$ cat config.mk
export PLATFORM = sky130hd
export DESIGN_NAME = lcd_frame_scheduler
export DESIGN_NICKNAME = d
export VERILOG_FILES = /design/src/rtl/lcd_pkg.sv /design/src/rtl/rr_arbiter.sv /design/src/rtl/lcd_frame_scheduler.sv
export SDC_FILE = /design/constraint.sdc
export NUM_CORES = 1
export LEC_CHECK = 0
export CAP_MARGIN = 40
export CORE_MARGIN = 8
export CORE_UTILIZATION = 55
export DETAILED_ROUTE_END_ITERATION = 10
export PLACE_DENSITY = 0.73
export SLEW_MARGIN = 10
export SYNTH_ARGS = -nofsm -noshare
export SYNTH_HDL_FRONTEND = slang
export SYNTH_SLANG_ARGS = --single-unit
$ cat constraint.sdc
create_clock -name clock500Hz -period 3.3 [get_ports clock500Hz]
set_input_delay 0.66 -clock clock500Hz [delete_from_list [all_inputs] [get_ports clock500Hz]]
set_output_delay 0.66 -clock clock500Hz [all_outputs]
set_load 0.005 [all_outputs]
$ cat src/rtl/lcd_pkg.sv
// rtl/lcd_pkg.sv - shared constants and state encoding for the LCD frame path
//
// Purpose: frame geometry, blank character and scheduler state enum, shared by
// the frame scheduler and the display control unit.
// Ports: none (package).
package lcd_pkg;

  localparam int         LCD_FRAME_LEN = 32;
  localparam int         LCD_IDX_W     = 5;
  localparam logic [7:0] LCD_BLANK     = 8'h20;

  typedef enum logic [1:0] {
    IDLE,
    LOAD,
    PENDING,
    DWELL
  } lcd_state_e;

endpackage

$ cat src/rtl/rr_arbiter.sv
// rtl/rr_arbiter.sv - combinational round-robin pick
//
// Purpose: returns the first set request strictly after the last winner,
// wrapping around; one-hot result, all-zero when nothing is requested.
// Ports:
//   req  in  NREQ           request vector
//   last in  $clog2(NREQ)   index of the previous winner
//   pick out NREQ           one-hot winner
module rr_arbiter #(
  parameter int NREQ = 2
) (
  input  logic [NREQ-1:0]         req,
  input  logic [$clog2(NREQ)-1:0] last,
  output logic [NREQ-1:0]         pick
);

  localparam int LW = $clog2(NREQ);

  int            w_idx;
  logic [LW-1:0] w_sel;
  logic          w_found;

  // Scan last+1 .. last+NREQ so the previous winner is checked last.
  always_comb begin
    pick    = '0;
    w_idx   = 0;
    w_sel   = '0;
    w_found = 1'b0;
    for (int k = 1; k <= NREQ; k++) begin
      w_idx = (int'(last) + k) % NREQ;
      w_sel = LW'(w_idx);
      if (!w_found && req[w_sel]) begin
        pick[w_sel] = 1'b1;
        w_found     = 1'b1;
      end
    end
  end

endmodule

$ cat src/rtl/lcd_frame_scheduler.sv
// rtl/lcd_frame_scheduler.sv - double-buffered 16x2 LCD frame sharing between requesters
//
// Purpose: grants one requester at a time to stream a 32-byte frame into the
// shadow buffer, flips shadow/active at a display frame boundary and then holds
// the frame for DWELL_TICKS cycles before arbitrating again.
// Ports:
//   clock500Hz  in   1        clock
//   reset_n     in   1        async active-low reset
//   req         in   NREQ     frame request per requester (level)
//   wr_valid    in   NREQ     byte valid per requester
//   wr_data     in   NREQ*8   byte per requester, requester i at [8*i+7:8*i]
//   gnt         out  NREQ     registered one-hot grant
//   wr_ready    out  NREQ     gnt while loading
//   char_index  in   5        character position read by the display unit
//   phrase      out  8        active buffer character at char_index
//   busy        out  1        scheduler not idle
//   frame_swap  out  1        pulse on the cycle the active buffer flips
module lcd_frame_scheduler
  import lcd_pkg::*;
#(
  parameter int NREQ        = 2,
  parameter int DWELL_TICKS = 1000
) (
  input  logic                 clock500Hz,
  input  logic                 reset_n,
  input  logic [NREQ-1:0]      req,
  input  logic [NREQ-1:0]      wr_valid,
  input  logic [NREQ*8-1:0]    wr_data,
  output logic [NREQ-1:0]      gnt,
  output logic [NREQ-1:0]      wr_ready,
  input  logic [LCD_IDX_W-1:0] char_index,
  output logic [7:0]           phrase,
  output logic                 busy,
  output logic                 frame_swap
);

  localparam int                   LW       = $clog2(NREQ);
  localparam int                   DW       = $clog2(DWELL_TICKS + 1);
  localparam logic [LCD_IDX_W-1:0] LAST_PTR = LCD_IDX_W'(LCD_FRAME_LEN - 1);

  lcd_state_e           r_state;
  lcd_state_e           w_next;
  logic [NREQ-1:0]      r_gnt;
  logic [LW-1:0]        r_rr_last;
  logic [LCD_IDX_W-1:0] r_wptr;
  logic [DW-1:0]        r_dwell;
  logic                 r_sel;
  logic [LCD_IDX_W-1:0] r_idx_q;
  logic [7:0]           r_buf0 [LCD_FRAME_LEN];
  logic [7:0]           r_buf1 [LCD_FRAME_LEN];

  logic [NREQ-1:0]      w_pick;
  logic [LW-1:0]        w_pick_idx;
  logic [LW-1:0]        w_g_idx;
  logic                 w_g_req;
  logic                 w_accept;
  logic                 w_take;
  logic [7:0]           w_data;
  logic                 w_boundary;

  rr_arbiter #(.NREQ(NREQ)) u_arb (
    .req  (req),
    .last (r_rr_last),
    .pick (w_pick)
  );

  always_comb begin
    w_pick_idx = '0;
    w_g_idx    = '0;
    for (int i = 0; i < NREQ; i++) begin
      if (w_pick[i]) w_pick_idx = LW'(i);
      if (r_gnt[i])  w_g_idx    = LW'(i);
    end
  end

  assign gnt        = r_gnt;
  assign wr_ready   = (r_state == LOAD) ? r_gnt : '0;
  assign w_g_req    = |(req & r_gnt);
  assign w_accept   = |(wr_valid & wr_ready);
  // A dropped request wins over a byte offered on the same cycle.
  assign w_take     = (r_state == LOAD) && w_g_req && w_accept;
  assign w_data     = wr_data[{w_g_idx, 3'b000} +: 8];
  // Display has wrapped back to the first character: start of a new refresh pass.
  assign w_boundary = (char_index == '0) && (r_idx_q != '0);
  assign frame_swap = (r_state == PENDING) && w_boundary;
  assign busy       = (r_state != IDLE);
  assign phrase     = r_sel ? r_buf1[char_index] : r_buf0[char_index];

  always_ff @(posedge clock500Hz or negedge reset_n) begin
    if (!reset_n) r_state <= IDLE;
    else          r_state <= w_next;
  end

  always_comb begin
    w_next = r_state;
    case (r_state)
      IDLE:    if (|req) w_next = LOAD;
      LOAD: begin
        if (!w_g_req)                         w_next = IDLE;
        else if (w_accept && r_wptr == LAST_PTR) w_next = PENDING;
      end
      PENDING: if (w_boundary) w_next = DWELL;
      DWELL:   if (r_dwell == '0) w_next = IDLE;
      default: w_next = IDLE;
    endcase
  end

  always_ff @(posedge clock500Hz or negedge reset_n) begin
    if (!reset_n) begin
      r_gnt     <= '0;
      r_rr_last <= LW'(NREQ - 1);
      r_wptr    <= '0;
      r_dwell   <= '0;
      r_sel     <= 1'b0;
      r_idx_q   <= '0;
    end else begin
      r_idx_q <= char_index;
      case (r_state)
        IDLE: begin
          if (|req) begin
            r_gnt     <= w_pick;
            r_rr_last <= w_pick_idx;
            r_wptr    <= '0;
          end
        end
        LOAD: begin
          if (!w_g_req) begin
            r_gnt  <= '0;
            r_wptr <= '0;
          end else if (w_accept) begin
            if (r_wptr == LAST_PTR) begin
              r_gnt  <= '0;
              r_wptr <= '0;
            end else begin
              r_wptr <= r_wptr + 1'b1;
            end
          end
        end
        PENDING: begin
          if (w_boundary) begin
            r_sel   <= ~r_sel;
            r_dwell <= DW'(DWELL_TICKS - 1);
          end
        end
        DWELL: begin
          if (r_dwell != '0) r_dwell <= r_dwell - 1'b1;
        end
        default: ;
      endcase
    end
  end

  // Bytes always land in the buffer not currently on display.
  always_ff @(posedge clock500Hz or negedge reset_n) begin
    if (!reset_n) begin
      r_buf0 <= '{default: LCD_BLANK};
      r_buf1 <= '{default: LCD_BLANK};
    end else if (w_take) begin
      if (r_sel) r_buf0[r_wptr] <= w_data;
      else       r_buf1[r_wptr] <= w_data;
    end
  end

endmodule

# Word-level counts from Yosys, hierarchy flattened
# Cells that the tools add are included.
# W data, S select, Z words.
# totals
regBits	538
input_bits	27
wordCells	173
# op_classes
n_addsub	4
order_cmp	7
eq_ne	11
shift	1
n_mux	44
n_bitwise	6
n_reduce_logical	29
# ops
cell	count
$bwmux W256	2
$bmux W8 S5	2
$mux W8	6
$demux W8 S5	1
$mux W2	12
$mux W10	2
$mux W5	4
$pmux W10 S2	1
$shiftx A16 B5 Y8	1
$ge A6 B6 Y1 const B	2
$not A5 Y6	2
$logic_not A10 Y1	1
$pmux W5 S2	1
$reduce_bool A10 Y1	1
$sub A10 B1 Y10 const B	1
$logic_and A1 B1 Y1	9
$mux W1	9
$ne A2 B2 Y1 const B	4
$pmux W2 S4	1
$reduce_and A2 Y1	4
$reduce_and A4 Y1	2
$lt A6 B1 Y1 const B	1
$ne A3 B2 Y1 const B	2
$reduce_and A3 Y1	2
19 further kinds	29

# Longest topological paths before layout
# Gate-level depths: netlist of run 1.
# depth
depth_word	10
mapped_depth	9
mapped_depth_nobuf	8

# Modules after synthesis
# A second synthesis of run 1 with hierarchy kept.
# unflattened
hier_cells	2215
hier_area_um2	23985.5
# by_module_without_submodules
module	instances	cells_each	area_each_um2
lcd_frame_scheduler	1	2212	23966.7
rr_arbiter	1	3	18.8

# Worst setup path before layout of run 1
# Ideal clock, no wire load.
# synth_timing
kind	input -> output
startpoint	input port char_index[0]
endpoint	output port phrase[5]
arrival_time_ps	2267
setup_slack_ps	373
path_stages	8
cell_sequence	buf_4 -> buf_2 -> buf_4 -> mux4_2 -> nor2_1 -> nor2_1 -> o211ai_1 -> o211ai_1
# synth_via
elab_chain_cells	5
elab_cells_between_ends	8
cone_classes	mux (7); bitwise (1)
# synth_rtl
item	line	rtl
start, declared	lcd_frame_scheduler.sv:31	input logic [LCD_IDX_W-1:0] char_index,
$not A5 Y6 (not written as such) (*)	lcd_frame_scheduler.sv:87	assign phrase = r_sel ? r_buf1[char_index] : r_buf0[char_index];
$bmux W8 S5	lcd_frame_scheduler.sv:87	
$mux W8 (not written as such) (2 in a row)	lcd_frame_scheduler.sv:87	
$mux W8 (*)	lcd_frame_scheduler.sv:87	
end, declared	lcd_frame_scheduler.sv:32	output logic [7:0] phrase,
# Mark *: on every way between the ends. The rest lies on a longest branch, timed or not. The select of a mux whose other input is x is not followed.

# Final worst setup path of run 1
# layout_timing
startpoint	input port char_index[0]
endpoint	output port phrase[2]
# The elaborated chain is that of the path after synthesis.

==> summary.md, run 1 <==
| Metric | Value |
|---|---|
| Final-layout fill cell count | roughly 3,200 |
| Yosys top cell by area | dfrtp_1 |
| Total number of vias | ~19,000 |
| Avg Vias per Cell | 6.25 |
| Status | finished clean |
| Cell mode on critical path | buf_12 |
| H-tree levels | 2 |
| EDFF count, synth | 0 |
| DP HPWL | between 40 and 50 mm |
| Top-count cell post-synth | dfrtp_1 |
| Buf+Inv Stages, Crit Path | 5 |
| Starting density of the core | 0.555 |
| Drt pass-1 iters | 5 |
| # port buffers | 40 |
| Die width | ~230 µm |
| Register area | around 0.014 mm² |
| Ys Warns | 0 |
| Worst slack at placement | -0.511 ns |
| Synth Flop Type | dfrtp_1 |
| Met2 WL post-DR | 32.8 mm |
| CP max FO | 7 |
| Area delta synth->final | 18.3% |
| Ys async rst share | 1.00 |
| Number of antenna violations at the first check in global routing | 1 |
| Vias in the first global route | about 19,000 |
| Sequential fraction of the synthesis area | 0.554 |
| Max frequency | 304 MHz |
| Synth Cell Area | about 0.024 mm² |
| Commonest cells in the netlist | 473 x dfrtp_1, 444 x nor2_1, 398 x a21oi_1, 130 x nand2_1, 126 x mux4_2 |
| Setup ws final | 0.00530 ns |
| Multi-input logic area | between 0.01 and 0.015 mm² |
| Worst Skew | roughly 0.015 ns |
| Final antenna-violating net count | 0 |
| Synth Instances | 2,239 |
| WL final | around 69 mm |
| Count of final max-slew check failures | 0 |
| Layout cell share with drive strength beyond 1 | 0.257 |
| Maxcap violations | 0 |
| Die area | about 0.051 mm² |
| TritonCTS clock tree | built |
| Pin count of the biggest net entering global routing | roughly 80 |
| Core area | approximately 0.044 mm² |
| Final setup violation count | 0 |
| Post-Place Cells | 2,855 |
| TNS Setup | 0 ns |
| Latest clock arrival within the worst-skew pair | between 0.6 and 0.7 ns |
| Slew HR | 0.436 |
| Crit-path cells | buf_12 -> buf_16 -> buf_12 -> buf_4 -> mux4_2 -> nor2b_1 -> a211oi_1 -> a2111o_1 -> o21ai_1 -> dlygate4sd2_1 |
| Clock tree buffer depth | 3 |
| Maximum VDD drop | ~470 µV |
| Number of CTS-inserted buffers | 53 |
| Crit end category | output port |
| Nets | between 2,000 and 2,500 |
| Synthesis-stage register bit count | ~540 |
| DR top layer | met5 |
| Finished Layout Cells | between 2,000 and 3,000 |
| Crit Path Category | input port to output port |
| Clock sinks | 538 |
| Crit share post-route | 0.998 |
| RSZ-0062 raised after global routing | yes |
| Avg WL per Cell | between 20 and 25 µm |
| Family with the most delay on the worst path | buffers and inverters |
| Net count after synthesis | roughly 2,300 |
| Delay of the slowest cell on the worst path | ~0.51 ns |
| Total Power | 15.4 mW |
| Worst Path Required | approximately 2.6 ns |
| Avg Inst Size Synth | between 10 and 15 µm² |
| Yosys cell types | 62 |
| Synth top area share | 0.484 |
| PD cells | between 500 and 600 mW/mm² |
| Leak pwr | 12.9 nW |
| Metal3 WL | approximately 5.2 mm |
| Synth top area cells | dfrtp_1 48%, mux4_2 12%, a21oi_1 8.1% |
| Gr ovfl total | 0 |
| Post-detailed-route DRC marker count | 0 |
| CP max-delay cell | mux4_2 |
| DR iter-0 viols | around 1,900 |
| Wire length on met1 | approximately 28 mm |
| Final hold vios | 0 |
| Root Buffer | clkbuf_16 |
| HP Class | input port to async pin |
| Rows | 77 |
| First-pass GRT wire length | about 110 mm |
| Ports | between 40 and 50 |
| GP Congestion | between 0.8 and 0.9 |
| CP Launch Type | input port |
| CP arrival | approximately 2.6 ns |
| Reg clk slew, reported paths | approximately 0.06 ns |
| Worst Tran Pin Value | approximately 0.85 ns |
| Min Clock Period, post-route | ~3.3 ns |
| Total GRT Usage | 0.270 |
| Die H | 227 µm |
| # diodes | 0 |
==> cell type report <==
type	count	area share
well taps	592	0.0256
inverters	13	0.00173
repair buffers	229	0.0826
flip-flops and latches	538	0.468
clock inverters	28	0.0112
clock buffers	71	0.0528
multi-input cells	1502	0.358
==> final timing paths <==
| kind | from | endpoint | slack, ns | depth (start not counted) |
|---|---|---|---|---|
| max in group asynchronous | reset_n | r_rr_last | 2.34 | 2 |
| max | char_index[0] | phrase[2] | 0.005 | 10 |
| max reg2reg | r_wptr[0] | gnt[0] | 0.64 | 7 |
| min in group clock500Hz | char_index[1] | r_idx_q[1] | 0.43 | 2 |
| min reg2reg | r_buf1[37] | r_buf1[37] | 0.47 | 2 |
| min | reset_n | r_dwell[3] | 0.07 | 1 |
==> what timing repair did <==
action                     4_1_cts  5_1_grt
gates resized for setup         71       32
buffers inserted                 6        7
setup endpoints to repair        9        6
pin swaps                       15       13
gates cloned                     4        2
hold buffers                     0        0
==> sequential cells by signal, indices dropped and copies added, names as in the netlist, named ones only <==
signal,flops
gnt,2
r_buf0,256
r_rr_last,1
r_sel,1
r_state,1
r_idx_q,5
r_dwell,10
r_buf1,256
r_wptr,5
==> cells by family (layout without fill, tap and decap cells) <==
logic type,count (synthesis),count (layout),synth area share
AOI/OAI and AO/OA,615,615,0.137
xor gates and xnor gates,5,5,0.00179
adders and majority gates,6,6,0.00307
buffers and inverters,199,341,0.0396
DFF,538,538,0.554
muxes,150,150,0.126
and+or+nand+nor,726,726,0.138
==> through the flow <==
stage	cell area, µm²	util	hold slack, ns
after floorplan	24400	-	0.364
after global placement	26400	0.600	0.450
after detailed placement	26400	0.600	0.456
after CTS	28700	0.651	0.0853
after global routing	28900	0.657	0.117
final	28900	0.657	0.0731
==> cells in the final DEF (no fill, tap or decap), types with 13 or more instances in the layout <==
cell type and count:
buf_12 31, nand2_1 129, nor2_1 438, clkinv_2 13
dfrtp_1 472, a21oi_2 20, mux4_2 126, a21oi_1 398
nor2b_1 21, nand3_1 28, and3_1 13, clkbuf_16 58
dfstp_2 65, nor3_2 22, clkdlybuf4s50_1 25, nor3_4 19
buf_4 142, o21ai_0 108
==> power by group <==
group	total [mW]	internal, mW	switching (mW)
registers	6.81	6.71	0.102
logic	2.25	0.730	1.52
clock network	6.37	3.73	2.63
total	15.4	11.2	4.25
==> routing by layer <==
| metal | global-route usage | vias up |
|---|---|---|
| li1 | - | 8111 |
| met1 | 0.366 | 9499 |
| met2 | 0.424 | 803 |
| met3 | 0.0460 | 177 |
| met4 | 0.126 | 2 |
| met5 | 0 | - |
Note: power is estimated with default switching activity, not from simulation.
==> run 2: changes to the inputs <==
- CORE_UTILIZATION: 55 -> 45
- PLACE_DENSITY: 0.73 -> 0.62
==> summary.md, run 2 (same netlist as run 1, synthesis figures left out) <==
| Metric | Value |
|---|---|
| Final core occ | 0.546 |
| Total GRT Usage | 0.219 |
| PD cells | approximately 550 mW/mm² |
| Maximum VDD drop | around 460 µV |
| GP Congestion | about 0.9 |
| First-pass GRT wire length | between 100 and 150 mm |
| Post-detailed-route DRC marker count | 0 |
| Worst Path Required | 2.64 ns |
| CP max FO | 6 |
| Final hold vios | 0 |
| Crit Path Category | input port to output port |
| HP Class | input port to async pin |
| # port buffers | 40 |
| TNS Setup | -0.0153 ns |
| Commonest cells after routing, fill and taps aside | 473 x dfrtp_1, 439 x nor2_1, 395 x a21oi_1 |
| Count of final max-slew check failures | 0 |
| Nets | around 2,400 |
| Avg WL per Cell | between 20 and 25 µm |
| Drt pass-1 iters | 5 |
| Die H | roughly 250 µm |
| DR iter-0 viols | 1,522 |
| CP arrival | 2.65 ns |
| Gr ovfl total | 0 |
| Max frequency | 302 MHz |
| Avg Vias per Cell | ~5.8 |
| Final antenna-violating net count | 0 |
| Worst Skew | 0.0262 ns |
| Area delta synth->final | 20.2% |
| Slew HR | 0.424 |
| Final setup violation count | 2 |
| Reg2Reg Depth | 7 |
| CTS Hold Bufs | 0 |
| Pin count of the biggest net entering global routing | 91 |
| Vias in the first global route | approximately 18,000 |
| Commonest non-fill, non-tap cell in the layout | dfrtp_1 |
| Rows | 85 |
| Largest regs | r_buf0: 256 flops, r_buf1: 256 flops, r_dwell: 10 flops |
| Layout cell share with drive strength beyond 1 | 0.268 |
| Worst Tran Pin Value | around 0.86 ns |
| Die area | roughly 0.062 mm² |
| Setup ws final | -0.0106 ns |
| Starting density of the core | 0.454 |
| H-tree levels | 2 |
| Total number of vias | about 18,000 |
| Crit share post-route | 1.00 |
| Clock tree buffer depth | 3 |
| Number of antenna violations at the first check in global routing | 1 |
| # diodes | 0 |
| Die width | between 200 and 250 µm |
| Min Clock Period, post-route | 3.31 ns |
| Clock sinks | 538 |
| Violated checks | negative setup slack |
| CP Launch Type | input port |
| Status | complete, but fails checks |
| RSZ-0062 raised after global routing | yes |
| Reg clk slew, reported paths | about 0.06 ns |
| Post-Place Cells | between 2,000 and 3,000 |
| TritonCTS clock tree | built |
| Number of CTS-inserted buffers | 56 |
| WL final | 68.3 mm |
| DP HPWL | 45.4 mm |
| Core area | around 0.054 mm² |
| Ports | approximately 40 |
| Maxcap violations | 0 |
| Finished Layout Cells | ~3,100 |
| Crit end category | output port |
| Root Buffer | clkbuf_16 |
| Latest clock arrival within the worst-skew pair | a little over 0.6 ns |
| Leak pwr | about 13 nW |
-- run 2: cell types whose count changed in the layout (fill, tap and decap cells not counted), sizes merged, moves of 3 or more --
cell,delta
buf,+29
clkbuf,+10
clkinv,-5
clkinvlp,-4
bufinv,+3
clkdlybuf4s15,-3
-- run 2: power by group --
part / total [mW] / switching (mW) / internal (mW)
sequential: 6.80 / 0.0880 / 6.71
clock: 6.89 / 2.68 / 4.21
combinational: 2.36 / 1.56 / 0.798
total: 16.1 / 4.33 / 11.7
-- run 2: critical path, cell delays in order --
cell and delay [ns]:
clkbuf_16 0.15, buf_12 0.15, buf_8 0.12, buf_6 0.11, buf_6 0.09, mux4_2 0.50
mux2_4 0.33, o22ai_4 0.14, or3_4 0.18, o41ai_4 0.07, buf_2 0.15
-- run 2: path summary, 6_finish.rpt --
path                       slack [ns]          end     startpoint
setup reg to reg                 0.79       gnt[0]      r_wptr[0]
min in group clock500Hz          0.26   r_idx_q[1]  char_index[1]
hold / removal                   0.08   r_dwell[6]        reset_n
hold reg to reg                  0.48  r_buf1[154]    r_buf1[154]
setup / recovery                -0.01    phrase[4]  char_index[0]
max in group asynchronous        2.29  r_buf0[141]        reset_n
-- run 2: layout make-up --
type	instances	area, µm²
Inverter	13	48.8
Fill cell	4465	24400
Clock buffer	83	1660
Sequential cell	538	13500
Clock inverter	23	387
Multi-Input combinational cell	1502	10400
Tap cell	696	871
Timing Repair Buffer	253	2490
-- run 2: repair_timing --
action | in CTS | in global routing
hold endpoints to repair | 0 | 0
gates cloned | 2 | 0
resized for setup | 97 | 22
endpoints found under the setup margin | 9 | 8
setup buffers | 14 | 0
pin swaps | 16 | 10
-- run 2: routing by layer --
| metal | track usage | vias to the layer above | share of wire |
|---|---|---|---|
| li1 | - | 8170 | - |
| met1 | 0.289 | 9050 | 0.42 |
| met2 | 0.352 | 527 | 0.48 |
| met3 | 0.0417 | 143 | 0.061 |
| met4 | 0.0990 | 0 | 0.042 |
| met5 | 0 | - | 0 |
-- run 2: metrics by stage --
step / cell area (µm²) / total power, mW / hold slack, ns / setup slack (ns)
2_1_floorplan: 24400 / 8.03 / 0.364 / 0.373
3_3_place_gp: 26700 / 9.09 / 0.453 / -1.00
3_5_place_dp: 26800 / 9.21 / 0.465 / -0.886
4_1_cts: 29300 / 16.2 / 0.133 / -0.0600
5_1_grt: 29400 / 16.6 / 0.143 / -0.0519
6_report: 29400 / 16.1 / 0.0837 / -0.0106
==> run 3: changes to the inputs <==
- CORE_MARGIN: 8 -> unset
==> summary.md, run 3 (same netlist as run 1, synthesis figures left out) <==
| Metric | Value |
|---|---|
| Setup ws final | -0.00550 ns |
| Maxcap violations | 0 |
| Area delta synth->final | 19.8% |
| HP Class | input port to async pin |
| Slew HR | 0.508 |
| Die H | approximately 240 µm |
| Final setup violation count | 1 |
| Pin count of the biggest net entering global routing | 87 |
| Finished Layout Cells | 3,104 |
| Status | complete, but fails checks |
| Maximum VDD drop | 414 µV |
| Crit share post-route | 1.00 |
| Avg Vias per Cell | slightly below 6 |
| Number of antenna violations at the first check in global routing | 0 |
| Starting density of the core | 0.455 |
| Worst Path Required | approximately 2.6 ns |
| Drt pass-1 iters | 7 |
| DR iter-0 viols | between 1,500 and 2,000 |
| Final core occ | 0.545 |
| Avg WL per Cell | 22.1 µm |
| Commonest cells after routing, fill and taps aside | 473 x dfrtp_1, 438 x nor2_1, 397 x a21oi_1 |
| First-pass GRT wire length | 108 mm |
| Rows | 85 |
| Clock sinks | between 500 and 600 |
| Crit Path Category | input port to output port |
| # diodes | 0 |
| DP HPWL | approximately 44 mm |
| Vias in the first global route | 18,200 |
| Reg clk slew, reported paths | about 0.060 ns |
| CP arrival | roughly 2.7 ns |
| Worst Skew | 0.0321 ns |
| Total GRT Usage | 0.255 |
| Die area | ~0.055 mm² |
| Post-Place Cells | 2,973 |
| Nets | about 2,400 |
| WL final | between 60 and 70 mm |
| Count of final max-slew check failures | 0 |
| Placed Area | 0.0267 mm² |
| Crit end category | output port |
| # port buffers | 40 |
| Number of CTS-inserted buffers | 55 |
| Register area | about 0.014 mm² |
| Final-layout fill cell count | 4,471 |
| CTS Hold Bufs | 0 |
| Final instance area | around 0.03 mm² |
| Final antenna-violating net count | 0 |
| GP Congestion | approximately 0.86 |
| Root Buffer | clkbuf_16 |
| Worst Tran Pin Value | between 0.7 and 0.8 ns |
| Commonest non-fill, non-tap cell in the layout | dfrtp_1 |
| Die width | roughly 240 µm |
| PD cells | around 520 mW/mm² |
| Max frequency | 303 MHz |
| Hold slack | 0.0277 ns |
| Leak pwr | between 10 and 15 nW |
| Post-detailed-route DRC marker count | 0 |
| Latest clock arrival within the worst-skew pair | roughly 0.63 ns |
| CP max FO | 5 |
| Clock tree buffer depth | 3 |
| Reg2Reg Depth | 4 |
| Ports | 41 |
| Gr ovfl total | 0 |
| H-tree levels | 2 |
| Core area | about 0.054 mm² |
| Largest regs | r_buf0: 256 flops, r_buf1: 256 flops, r_dwell: 10 flops |
| RSZ-0062 raised after global routing | no |
| Final hold vios | 0 |
| Violated checks | negative setup slack |
| Layout cell share with drive strength beyond 1 | 0.268 |
| TNS Setup | -0.00550 ns |
| Min Clock Period, post-route | roughly 3.3 ns |
| TritonCTS clock tree | built |
| CP Launch Type | input port |
| Multi-input logic area | around 0.010 mm² |
| Total number of vias | between 15,000 and 20,000 |
-- run 3: final timing paths --
path                          startpoint     endpoint  slack [ns]
setup / recovery           char_index[0]    phrase[5]      -0.005
min in group clock500Hz    char_index[0]   r_idx_q[0]        0.41
hold / removal                   reset_n   r_dwell[3]        0.03
max in group asynchronous        reset_n  r_buf0[141]        2.32
setup reg to reg               r_wptr[4]  r_buf1[161]        0.75
hold reg to reg               r_buf1[37]   r_buf1[37]        0.47
-- run 3: metrics by stage --
step / worst slack (ns) / total power [mW]
after floorplan: 0.373 / 8.03
after global placement: -0.698 / 9.11
after detailed placement: -0.716 / 9.21
after CTS: -0.0248 / 15.4
after global routing: 0.000618 / 15.8
final: -0.00550 / 15.3
-- run 3: critical path, stage by stage --
cell	delay, ns
clkbuf_16	0.15
buf_8	0.13
buf_12	0.12
buf_16	0.13
buf_12	0.12
mux4_2	0.34
nor2_1	0.05
a311oi_2	0.34
o211ai_1	0.19
o211ai_1	0.14
buf_4	0.16
buf_6	0.09
-- run 3: final cells by class --
cell class | instances | share of cell area
clock inverter | 20 | 0.00491
sequential | 538 | 0.462
inverter | 13 | 0.00167
clock buffer | 83 | 0.0554
timing repair buffer | 252 | 0.0885
tap | 696 | 0.0297
multi-input combinational | 1502 | 0.357
-- run 3: report_power, final --
| part | switching (mW) | internal (mW) | leakage, nW |
|---|---|---|---|
| sequential | 0.0974 | 6.71 | 7.21 |
| combinational | 1.58 | 0.814 | 4.91 |
| clock | 2.64 | 3.47 | 0.886 |
-- run 3: repair_timing --
| item | CTS | global route |
|---|---|---|
| pin swaps | 36 | 18 |
| resized for setup | 113 | 22 |
| buffers inserted | 25 | 3 |
| setup endpoints to repair | 9 | 7 |
| gates cloned | 6 | 0 |
-- run 3: routing by layer --
metal | vias up | part of all wire | GRT usage
met2 | 521 | 0.47 | 0.403
met3 | 132 | 0.049 | 0.0289
met4 | 0 | 0.035 | 0.101
met5 | - | 0 | 0
met1 | 9176 | 0.44 | 0.361
li1 | 8162 | - | -
